<file path="config.mk">
export PLATFORM = sky130hd
export DESIGN_NAME = fetch_hold_unit_flat
export DESIGN_NICKNAME = d
export VERILOG_FILES = /design/src/rtl/fetch_hold_unit_pkg.sv /design/src/rtl/fetch_hold_unit_if.sv /design/src/rtl/sat_counter.sv /design/src/rtl/fetch_hold_unit.sv /design/src/flat_wrapper.sv
export SDC_FILE = /design/constraint.sdc
export NUM_CORES = 1
export LEC_CHECK = 0
export BUFFER_PORTS_ARGS = -buffer_cell sky130_fd_sc_hd__buf_2
export CORE_ASPECT_RATIO = 0.8
export CORE_MARGIN = 2
export CORE_UTILIZATION = 53
export DETAILED_ROUTE_END_ITERATION = 10
export PLACE_DENSITY = 0.79
export SLEW_MARGIN = 25
export SYNTH_ARGS = -nofsm -noshare
export SYNTH_HDL_FRONTEND = slang
export SYNTH_SLANG_ARGS = --single-unit
export TNS_END_PERCENT = 20
</file>
<file path="constraint.sdc">
create_clock -name clk -period 3 [get_ports clk]
set_clock_uncertainty 0.2 [all_clocks]
set_input_delay 0.3 -clock clk [delete_from_list [all_inputs] [get_ports clk]]
set_output_delay 0.3 -clock clk [all_outputs]
set_load 0.01 [all_outputs]
</file>
<file path="src/rtl/fetch_hold_unit_pkg.sv">
`default_nettype none
// +--------------------------------------------------------------------+
// | Module      : fetch_hold_unit_pkg                                  |
// | Description : Shared fetch-stage types and constants               |
// | Revision    : 1.0 - initial release                                |
// +--------------------------------------------------------------------+
package fetch_hold_unit_pkg;

  // Fetch sequencer states: issue a request, wait for data, hold data.
  typedef enum logic [1:0] {
    FETCH_REQ  = 2'd0,
    FETCH_WAIT = 2'd1,
    HOLD       = 2'd2
  } fetch_state_t;

  // addi x0,x0,0 -- shared with the decoder as the canonical bubble.
  localparam logic [31:0] NOP_INSTR = 32'h0000_0013;

  // Instruction addresses are always word aligned.
  function automatic logic [31:0] word_align(input logic [31:0] addr);
    return addr & 32'hFFFF_FFFC;
  endfunction

endpackage
`default_nettype wire

</file>
<file path="src/rtl/fetch_hold_unit_if.sv">
`default_nettype none
// +--------------------------------------------------------------------+
// | Module      : fetch_hold_unit_if                                   |
// | Description : Instruction-memory request/grant/rvalid bus          |
// | Revision    : 1.0 - initial release                                |
// +--------------------------------------------------------------------+
interface fetch_hold_unit_if;

  logic        instr_req_op;
  logic [31:0] instr_addr_op;
  logic        instr_gnt_ip;
  logic        instr_rvalid_ip;
  logic [31:0] instr_rdata_ip;

  // Fetch unit side.
  modport master (
    output instr_req_op,
    output instr_addr_op,
    input  instr_gnt_ip,
    input  instr_rvalid_ip,
    input  instr_rdata_ip
  );

  // Instruction memory side.
  modport slave (
    input  instr_req_op,
    input  instr_addr_op,
    output instr_gnt_ip,
    output instr_rvalid_ip,
    output instr_rdata_ip
  );

endinterface
`default_nettype wire

</file>
<file path="src/rtl/sat_counter.sv">
`default_nettype none
// +--------------------------------------------------------------------+
// | Module      : sat_counter                                          |
// | Description : Up-counter that sticks at all-ones                   |
// | Revision    : 1.0 - initial release                                |
// +--------------------------------------------------------------------+
module sat_counter #(
  parameter int WIDTH = 32
) (
  input  wire              clk,
  input  wire              reset,
  input  wire              inc,
  output logic [WIDTH-1:0] count
);

  localparam logic [WIDTH-1:0] C_MAX = {WIDTH{1'b1}};
  localparam logic [WIDTH-1:0] C_ONE = {{(WIDTH-1){1'b0}}, 1'b1};

  logic [WIDTH-1:0] count_q;

  // Count requested events, freezing once the maximum is reached.
  always_ff @(posedge clk) begin
    if (!reset) begin
      count_q <= '0;
    end else if (inc && (count_q != C_MAX)) begin
      count_q <= count_q + C_ONE;
    end
  end

  assign count = count_q;

endmodule
`default_nettype wire

</file>
<file path="src/rtl/fetch_hold_unit.sv">
`default_nettype none
// +--------------------------------------------------------------------+
// | Module      : fetch_hold_unit                                      |
// | Description : PC, single-outstanding fetch, skid buffer and IF/ID  |
// |               register with stall/flush handling and perf counters |
// | Revision    : 1.0 - initial release                                |
// +--------------------------------------------------------------------+
module fetch_hold_unit
  import fetch_hold_unit_pkg::*;
#(
  parameter logic [31:0] RESET_PC  = 32'h0000_0000,
  parameter int          CNT_WIDTH = 32
) (
  input  wire                   clk,
  input  wire                   reset,
  input  wire                   stall_ip,
  input  wire                   branch_taken_ip,
  input  wire  [31:0]           branch_target_ip,
  fetch_hold_unit_if.master     imem,
  output logic [31:0]           ID_instr_op,
  output logic [31:0]           ID_pc_op,
  output logic                  ID_valid_op,
  output logic                  EX_bubble_op,
  output logic [CNT_WIDTH-1:0]  stall_cycles_op,
  output logic [CNT_WIDTH-1:0]  flush_count_op
);

  fetch_state_t state_q;
  logic [31:0]  pc_q;
  logic [31:0]  pc_inflight_q;   // address of the request currently in memory
  logic         drop_q;          // the outstanding response is stale
  logic [31:0]  skid_q;          // occupied exactly while in HOLD
  logic [31:0]  id_instr_q;
  logic [31:0]  id_pc_q;
  logic         id_valid_q;

  // A redirect squashes a request that is (or is becoming) outstanding.
  logic         stale_pending_d;
  assign stale_pending_d = ((state_q == FETCH_WAIT) && !imem.instr_rvalid_ip) ||
                           ((state_q == FETCH_REQ)  &&  imem.instr_gnt_ip);

  // Fetch sequencer plus PC, skid buffer and IF/ID register updates.
  always_ff @(posedge clk) begin
    if (!reset) begin
      state_q       <= FETCH_REQ;
      pc_q          <= RESET_PC;
      pc_inflight_q <= RESET_PC;
      drop_q        <= 1'b0;
      skid_q        <= NOP_INSTR;
      id_instr_q    <= NOP_INSTR;
      id_pc_q       <= 32'h0000_0000;
      id_valid_q    <= 1'b0;
    end else if (branch_taken_ip) begin
      id_instr_q <= NOP_INSTR;
      id_valid_q <= 1'b0;
      skid_q     <= NOP_INSTR;
      pc_q       <= word_align(branch_target_ip);
      if (stale_pending_d) begin
        state_q <= FETCH_WAIT;
        drop_q  <= 1'b1;
      end else begin
        state_q <= FETCH_REQ;
        drop_q  <= 1'b0;
      end
    end else begin
      // Unstalled IF/ID drains to a bubble unless a new word lands below.
      if (!stall_ip) begin
        id_instr_q <= NOP_INSTR;
        id_valid_q <= 1'b0;
      end
      case (state_q)
        FETCH_REQ: begin
          if (imem.instr_gnt_ip) begin
            pc_inflight_q <= pc_q;
            state_q       <= FETCH_WAIT;
          end
        end
        FETCH_WAIT: begin
          if (imem.instr_rvalid_ip) begin
            state_q <= FETCH_REQ;
            if (drop_q) begin
              drop_q <= 1'b0;
            end else if (!stall_ip) begin
              id_instr_q <= imem.instr_rdata_ip;
              id_pc_q    <= pc_inflight_q;
              id_valid_q <= 1'b1;
              pc_q       <= pc_q + 32'd4;
            end else begin
              skid_q  <= imem.instr_rdata_ip;
              state_q <= HOLD;
            end
          end
        end
        HOLD: begin
          if (!stall_ip) begin
            id_instr_q <= skid_q;
            id_pc_q    <= pc_inflight_q;
            id_valid_q <= 1'b1;
            pc_q       <= pc_q + 32'd4;
            state_q    <= FETCH_REQ;
          end
        end
        default: state_q <= FETCH_REQ;
      endcase
    end
  end

  assign imem.instr_req_op  = (state_q == FETCH_REQ);
  assign imem.instr_addr_op = pc_q;

  assign ID_instr_op  = id_instr_q;
  assign ID_pc_op     = id_pc_q;
  assign ID_valid_op  = id_valid_q;
  assign EX_bubble_op = stall_ip | branch_taken_ip | ~id_valid_q;

  // A flush overrides a stall, so such cycles count only as flushes.
  sat_counter #(.WIDTH(CNT_WIDTH)) u_stall_cnt (
    .clk   (clk),
    .reset (reset),
    .inc   (stall_ip & ~branch_taken_ip),
    .count (stall_cycles_op)
  );

  sat_counter #(.WIDTH(CNT_WIDTH)) u_flush_cnt (
    .clk   (clk),
    .reset (reset),
    .inc   (branch_taken_ip),
    .count (flush_count_op)
  );

endmodule
`default_nettype wire

</file>
<file path="src/flat_wrapper.sv">
// flat-port wrapper written by rule: the top's interface ports become plain ports
module fetch_hold_unit_flat import fetch_hold_unit_pkg::*;
#(
  parameter logic [31:0] RESET_PC  = 32'h0000_0000,
  parameter int          CNT_WIDTH = 32
)
  (clk, reset, stall_ip, branch_taken_ip, branch_target_ip, ID_instr_op, ID_pc_op, ID_valid_op, EX_bubble_op, stall_cycles_op, flush_count_op, imem_instr_req_op, imem_instr_addr_op, imem_instr_gnt_ip, imem_instr_rvalid_ip, imem_instr_rdata_ip);
  fetch_hold_unit_if imem_i ();
  input  wire clk;
  input  wire reset;
  input  wire stall_ip;
  input  wire branch_taken_ip;
  input  wire  [31:0] branch_target_ip;
  output logic [31:0] ID_instr_op;
  output logic [31:0] ID_pc_op;
  output logic ID_valid_op;
  output logic EX_bubble_op;
  output logic [CNT_WIDTH-1:0] stall_cycles_op;
  output logic [CNT_WIDTH-1:0] flush_count_op;
  output wire logic [$bits(imem_i.instr_req_op)-1:0] imem_instr_req_op;
  output wire logic [$bits(imem_i.instr_addr_op)-1:0] imem_instr_addr_op;
  input wire logic [$bits(imem_i.instr_gnt_ip)-1:0] imem_instr_gnt_ip;
  input wire logic [$bits(imem_i.instr_rvalid_ip)-1:0] imem_instr_rvalid_ip;
  input wire logic [$bits(imem_i.instr_rdata_ip)-1:0] imem_instr_rdata_ip;
  assign imem_instr_req_op = imem_i.instr_req_op;
  assign imem_instr_addr_op = imem_i.instr_addr_op;
  assign imem_i.instr_gnt_ip = imem_instr_gnt_ip;
  assign imem_i.instr_rvalid_ip = imem_instr_rvalid_ip;
  assign imem_i.instr_rdata_ip = imem_instr_rdata_ip;
  fetch_hold_unit #(.RESET_PC(RESET_PC), .CNT_WIDTH(CNT_WIDTH)) u_core (.clk(clk), .reset(reset), .stall_ip(stall_ip), .branch_taken_ip(branch_taken_ip), .branch_target_ip(branch_target_ip), .imem(imem_i), .ID_instr_op(ID_instr_op), .ID_pc_op(ID_pc_op), .ID_valid_op(ID_valid_op), .EX_bubble_op(EX_bubble_op), .stall_cycles_op(stall_cycles_op), .flush_count_op(flush_count_op));
endmodule
</file>
* After elaboration in Yosys (flattened, before gate mapping)
Cells that the tools add are included.
Word-level totals: bits in registers 228, output and inout port bits 163
Operators by class: bitwise operators 7, multiplexer cells 32, equal/unequal tests 10, reductions and logical operators 19, $add $sub $neg 3
Operator list (number):
- 2-to-1 mux 32 bit | 12
- case mux 32 bit (2 select lines) | 3
- adder 32 x 1 -> 32 bit (second input constant) | 2
- != test 32 bit (second input constant) | 2
- adder 32 x 3 -> 32 bit (second input constant) | 1
- 2-to-1 mux 2 bit | 6
- AND reduction 3 bit | 4
- 2-to-1 mux 1 bit | 9
- != test 3 bit (second input constant) | 3
- AND reduction 4 bit | 2
- case mux 2 bit (3 select lines) | 1
- nonzero test 2 bit | 3
- logical AND 1 bit | 4
- != test 2 bit (second input constant) | 2
- inverter 1 bit | 4
- != test 3 x 2 -> 1 bit (second input constant) | 1
- nonzero test 3 bit | 1
- == test 2 x 1 -> 1 bit (second input constant) | 1
- == test 2 bit (second input constant) | 1
- logical NOT 2 bit | 1
- OR 1 bit | 2
- case mux 1 bit (2 select lines) | 1
- AND reduction 2 bit | 1
- OR reduction 2 bit | 1
- 3 further kinds | 3

* Logic depth before layout (Yosys ltp)
depth after elaboration 6, gate-level depth with buffers 11

* Cells and area by module
Synthesis repeated with hierarchy kept, for this count alone.
Unflattened totals: cells, all modules 1216, area, all modules 10188.5 sq um
By module, submodules not included:
- fetch_hold_unit | seq. area each 3163.0 sq um, area each 6849.1 sq um, instances 1, cells an instance 819
- sat_counter at u_core.u_flush_cnt | seq. area each 640.6 sq um, area each 1704.1 sq um, instances 1, cells an instance 200
- sat_counter at u_core.u_stall_cnt | seq. area each 640.6 sq um, area each 1635.3 sq um, instances 1, cells an instance 197

* Worst setup path before layout
Ideal clock, no wire load.
path kind reg-to-reg, from register u_core.u_stall_cnt.count_q[0] (netlist: u_core.u_stall_cnt.count[0]), to register u_core.u_stall_cnt.count_q[26] (netlist: u_core.u_stall_cnt.count[26]), period minus slack after synthesis 2.283 ns, library setup time 0.128 ns, buffers on the path 0, arrival time 1.955 ns, cell stages (with the launch flop) 8, path slack 0.717 ns, cell sequence dfxtp_1 -> ha_1 -> nand4_1 -> or4_4 -> a211oi_4 -> nand4_1 -> xor2_1 -> nor2_1
Between the ends: cells in the longest elaborated chain, start to end 2, elaborated cells on any way between the ends 3, classes of those cells add/sub: 1; eq/ne: 1; reduce/logical: 1
RTL lines:
- start, declared | line sat_counter.sv:19 | logic [WIDTH-1:0] count_q;
- start signal, assigned | line sat_counter.sv:26 | count_q <= count_q + C_ONE;
- branches (longest 2 deep; another with adder 32 x 1 -> 32 bit)
Parallel ways; which one is timed is not known. A chain may end at the register's enable or synchronous reset.

* Final worst setup path
from register u_core.state_q[1], to register u_core.pc_q[27] (netlist: u_core.imem.instr_addr_op[27])
Between the ends: cells in the longest elaborated chain, start to end 3, elaborated cells on any way between the ends 8, classes of those cells eq/ne: 4; mux: 2; reduce/logical: 2
RTL lines:
- start, declared | line fetch_hold_unit.sv:28 | fetch_state_t state_q;
- start signal, assigned | line fetch_hold_unit.sv:45 | state_q <= FETCH_REQ;
- start signal, assigned | line fetch_hold_unit.sv:59 | state_q <= FETCH_WAIT;
- start signal, assigned | line fetch_hold_unit.sv:62 | state_q <= FETCH_REQ;
- == test 2 x 1 -> 1 bit or == test 2 bit (tied branches) | line fetch_hold_unit.sv:71 | case (state_q)
- != test 3 bit (no source line), or another cell as far along
- AND reduction 3 bit (no source line) or 2-to-1 mux 32 bit (tied branches)
- end signal, assigned | line fetch_hold_unit.sv:57 | pc_q <= word_align(branch_target_ip);
- end signal, assigned | line fetch_hold_unit.sv:87 | pc_q <= pc_q + 32'd4;
- end signal, assigned | line fetch_hold_unit.sv:99 | pc_q <= pc_q + 32'd4;
- end, declared | line fetch_hold_unit.sv:29 | logic [31:0] pc_q;
Parallel ways exist; a longest one is shown, timed or not.

==> results by group <==
Outcome
  – Status: complete, no violations

Worst setup path
  – Crit path max fanout: 10
  – Critical Path RT: between 3000 and 4000 ps
  – Critical path's slowest cell: nor3_1
  – Worst Setup Path Type: flip-flop to flip-flop
  – Critical-path cell list: inv_1, ha_1, and3b_1, o211ai_1, nor3_1, and4_1, xnor2_1, a21oi_1
  – Setup crit start kind: flip-flop
  – Reg2Reg Depth: 8
  – Setup crit start: u_core.state_q[1]$_SDFFE_PN0P_
  – Reg-to-reg endpoint: u_core.imem.instr_addr_op[27]$_SDFFE_PN0P_
  – Slack of the worst reg-to-reg path: roughly 330 ps
  – Largest stage delay, worst path: between 500 and 600 ps
  – Crit. End Element: flip-flop
  – Critical Path Sink: u_core.imem.instr_addr_op[27]$_SDFFE_PN0P_
  – Worst Path Arrival: between 2000 and 3000 ps
  – R2R Path Start: u_core.state_q[1]$_SDFFE_PN0P_

Die
  – Top-level port count: around 230
  – Initial Util: between 50% and 60%
  – FP Rows: 43
  – Die Y-Extent: ~120 µm
  – Die width: 153 µm
  – Core area: approximately 17,000 µm²
  – Die area: roughly 19,000 µm²

Timing
  – Setup TNS: 0 ps
  – Final slew viol count: 0
  – Final-report hold violation count: 0
  – Max Clock Freq: around 370 MHz
  – Worst slew pin tran: approximately 640 ps
  – RSZ-0062 raised after global routing: no
  – Crit share post-route: 88.9%
  – Slew HR: 57.0%
  – Fin Hold WS: around 44 ps
  – Tmin final: approximately 2700 ps
  – Setup violators final: 0

Drt
  – WL final: ~26,000 µm
  – DR vias: ~9,200
  – Drt wl/cell: 15.6 µm
  – Iter 0 DRT Violations: around 640
  – DR pass1 iterations: 4
  – Drt drc: 0
  – Vias per cell: approximately 5.5
  – Antenna Nets Post-Route: 0

Layout
  – Post-layout util: a little over two thirds
  – Fill count: approximately 1,400
  – # diodes: 0
  – Layout cells sized above 1: between 20% and 30%
  – Area growth from synthesis to layout: 28.9%
  – Post-route cell area: 12,100 µm²
  – Final #Nets: ~1,500

Place
  – Detailed Place HPWL: around 17,000 µm
  – Gp weighted congestion: around 0.86
  – Area post-placement: around 11,000 µm²
  – Input/output buffers: about 230

Clock network
  – Post CTS Setup Buffer Count: 0
  – # hold bufs at CTS: 62
  – Clk slew on worst S/H paths: roughly 60 ps
  – CTS tree: done
  – Sinks on Clock Net: 222
  – CTS Buf Count: 22
  – CTS resizes: 0
  – Max H-tree Level: 1
  – Clk root buf: clkbuf_16
  – Max clock buf depth: 3
  – Skew-Pair Late Insertion Delay: ~500 ps

GRT
  – Vias in the first global route: 8,584
  – Largest net degree at the start of global routing: 64
  – First-pass GRT wire length: approximately 42,000 µm
  – Global Route Usage Sum: a little over a quarter
  – Initial antenna violation count: 0
  – Remaining Overflow, GRT: 0

Synth
  – Top cells by area, synth: dfxtp_1, nand2_1, a21oi_1
  – Share of the synthesized area in the top cell type: 47.2%
  – Cells after Synth: between 1,000 and 1,500
  – Cell taking the most area after synthesis: dfxtp_1
  – Sequential area share after synthesis: 47.2%
  – Post-synthesis register bit count: approximately 220
  – EDFF count, synth: 0
  – Synth top cells by count: nand2_1, dfxtp_1, a21oi_1
  – Main synth FF type: dfxtp_1
  – Yosys warns: 0
  – Synth cell types: 48
  – Post-synth ARST share: 0%
  – Syn avg cell area: between 8 and 9 µm²
  – Top-count cell post-synth: nand2_1
  – Mapped Area: roughly 9400 µm²

Run
  – Max Cap Violations: 0

Power
  – Leak: slightly below 5 nW
  – Pwr/cell area: 529 nW/µm²
  – Pwr Total: 6.42 mW
  – Max rail drop VDD: approximately 0.46 mV

Min path
  – Min-delay worst type: primary input to flip-flop
==> flip-flops by register name, indices dropped and copies added, names as in the netlist <==
register                   count
u_core.ID_instr_op            32
u_core.ID_pc_op               30
u_core.ID_valid_op             1
u_core.drop_q                  1
u_core.imem.instr_addr_op     30
u_core.pc_inflight_q          30
u_core.skid_q                 32
u_core.state_q                 2
u_core.u_flush_cnt.count      32
u_core.u_stall_cnt.count      32
==> layout make-up <==
type / instances / area, µm² / share of cell area, %
flip-flops and latches: 222 / 4440 / 36.6
clock buffers: 31 / 656 / 5.40
repair buffers: 311 / 1960 / 16.2
clock inverters: 9 / 97.6 / 0.804
multi-input cells: 873 / 4650 / 38.3
well taps: 225 / 282 / 2.32
inverters: 12 / 46.3 / 0.381
==> cells by family (layout without fill, tap and decap cells) <==
logic type	count (synthesis)	in the layout	share of synthesized area [%]
flops	222	222	47.2
other cells	1	4	0.0398
buf+inv	84	363	3.57
xor+xnor	74	74	6.88
fa+ha+maj	6	6	0.797
mux	5	5	0.532
simple gates	532	532	25.7
compound gates	252	252	15.3
==> power breakdown <==
group | internal [mW] | switching (mW) | total, mW | leakage [nW]
sequential | 3.00 | 0.0611 | 3.06 | 1.80
combinational | 0.207 | 0.297 | 0.503 | 2.69
clock | 1.70 | 1.16 | 2.85 | 0.375
total | 4.91 | 1.52 | 6.42 | 4.86
==> cells in the final DEF (no fill, tap or decap), types with 8 or more instances in the layout <==
cell type      count
a21oi_1          153
nor2_1           124
buf_2            226
a22oi_1           29
and4_1            15
dfxtp_1          222
nand2b_1           8
inv_1             10
nand2_1          234
nand3_1           49
and3_1            16
xor2_1            50
o21ai_0           44
or3_1             10
and2_1            11
nor3_1            18
buf_4             20
dlygate4sd3_1     62
xnor2_1           24
nand4_1           27
clkbuf_16         23
==> how the worst min path moves through the flow <==
stage / start / to / depth (start not counted)
after floorplan: imem_instr_rdata_ip[0] / u_core.skid_q[0]$_SDFFE_PP1P_ / 2
after global placement: u_core.pc_inflight_q[23]$_SDFFE_PN0P_ / u_core.ID_pc_op[23]$_SDFFE_PN0P_ / 2
after detailed placement: u_core.pc_inflight_q[11]$_SDFFE_PN0P_ / u_core.ID_pc_op[11]$_SDFFE_PN0P_ / 2
after CTS: imem_instr_gnt_ip / u_core.drop_q$_SDFFE_PN0P_ / 5
after global routing: imem_instr_gnt_ip / u_core.drop_q$_SDFFE_PN0P_ / 5
final: imem_instr_gnt_ip / u_core.drop_q$_SDFFE_PN0P_ / 5
==> through the flow <==
stage	worst slack, ps	instances
3_3_place_gp	507	1581
6_report	332	1683
5_1_grt	213	1683
2_1_floorplan	717	1179
3_5_place_dp	438	1581
4_1_cts	413	1683
==> layer usage <==
layer	track usage [%]	wire length, µm	up-vias
met4	8.51	739	0
li1	-	-	4540
met5	0	0	-
met3	5.47	1740	52
met1	35.5	11600	4329
met2	44.4	12200	311
==> worst max-delay path, delay by kind of cell, from the launching register on <==
kind	cells	cell delay [ps]
simple gates	3	1120
fa+ha+maj	1	350
compound gates	2	330
flops	1	320
xor+xnor	1	140
buf+inv	1	70
Power figures use the tool's default switching activity.
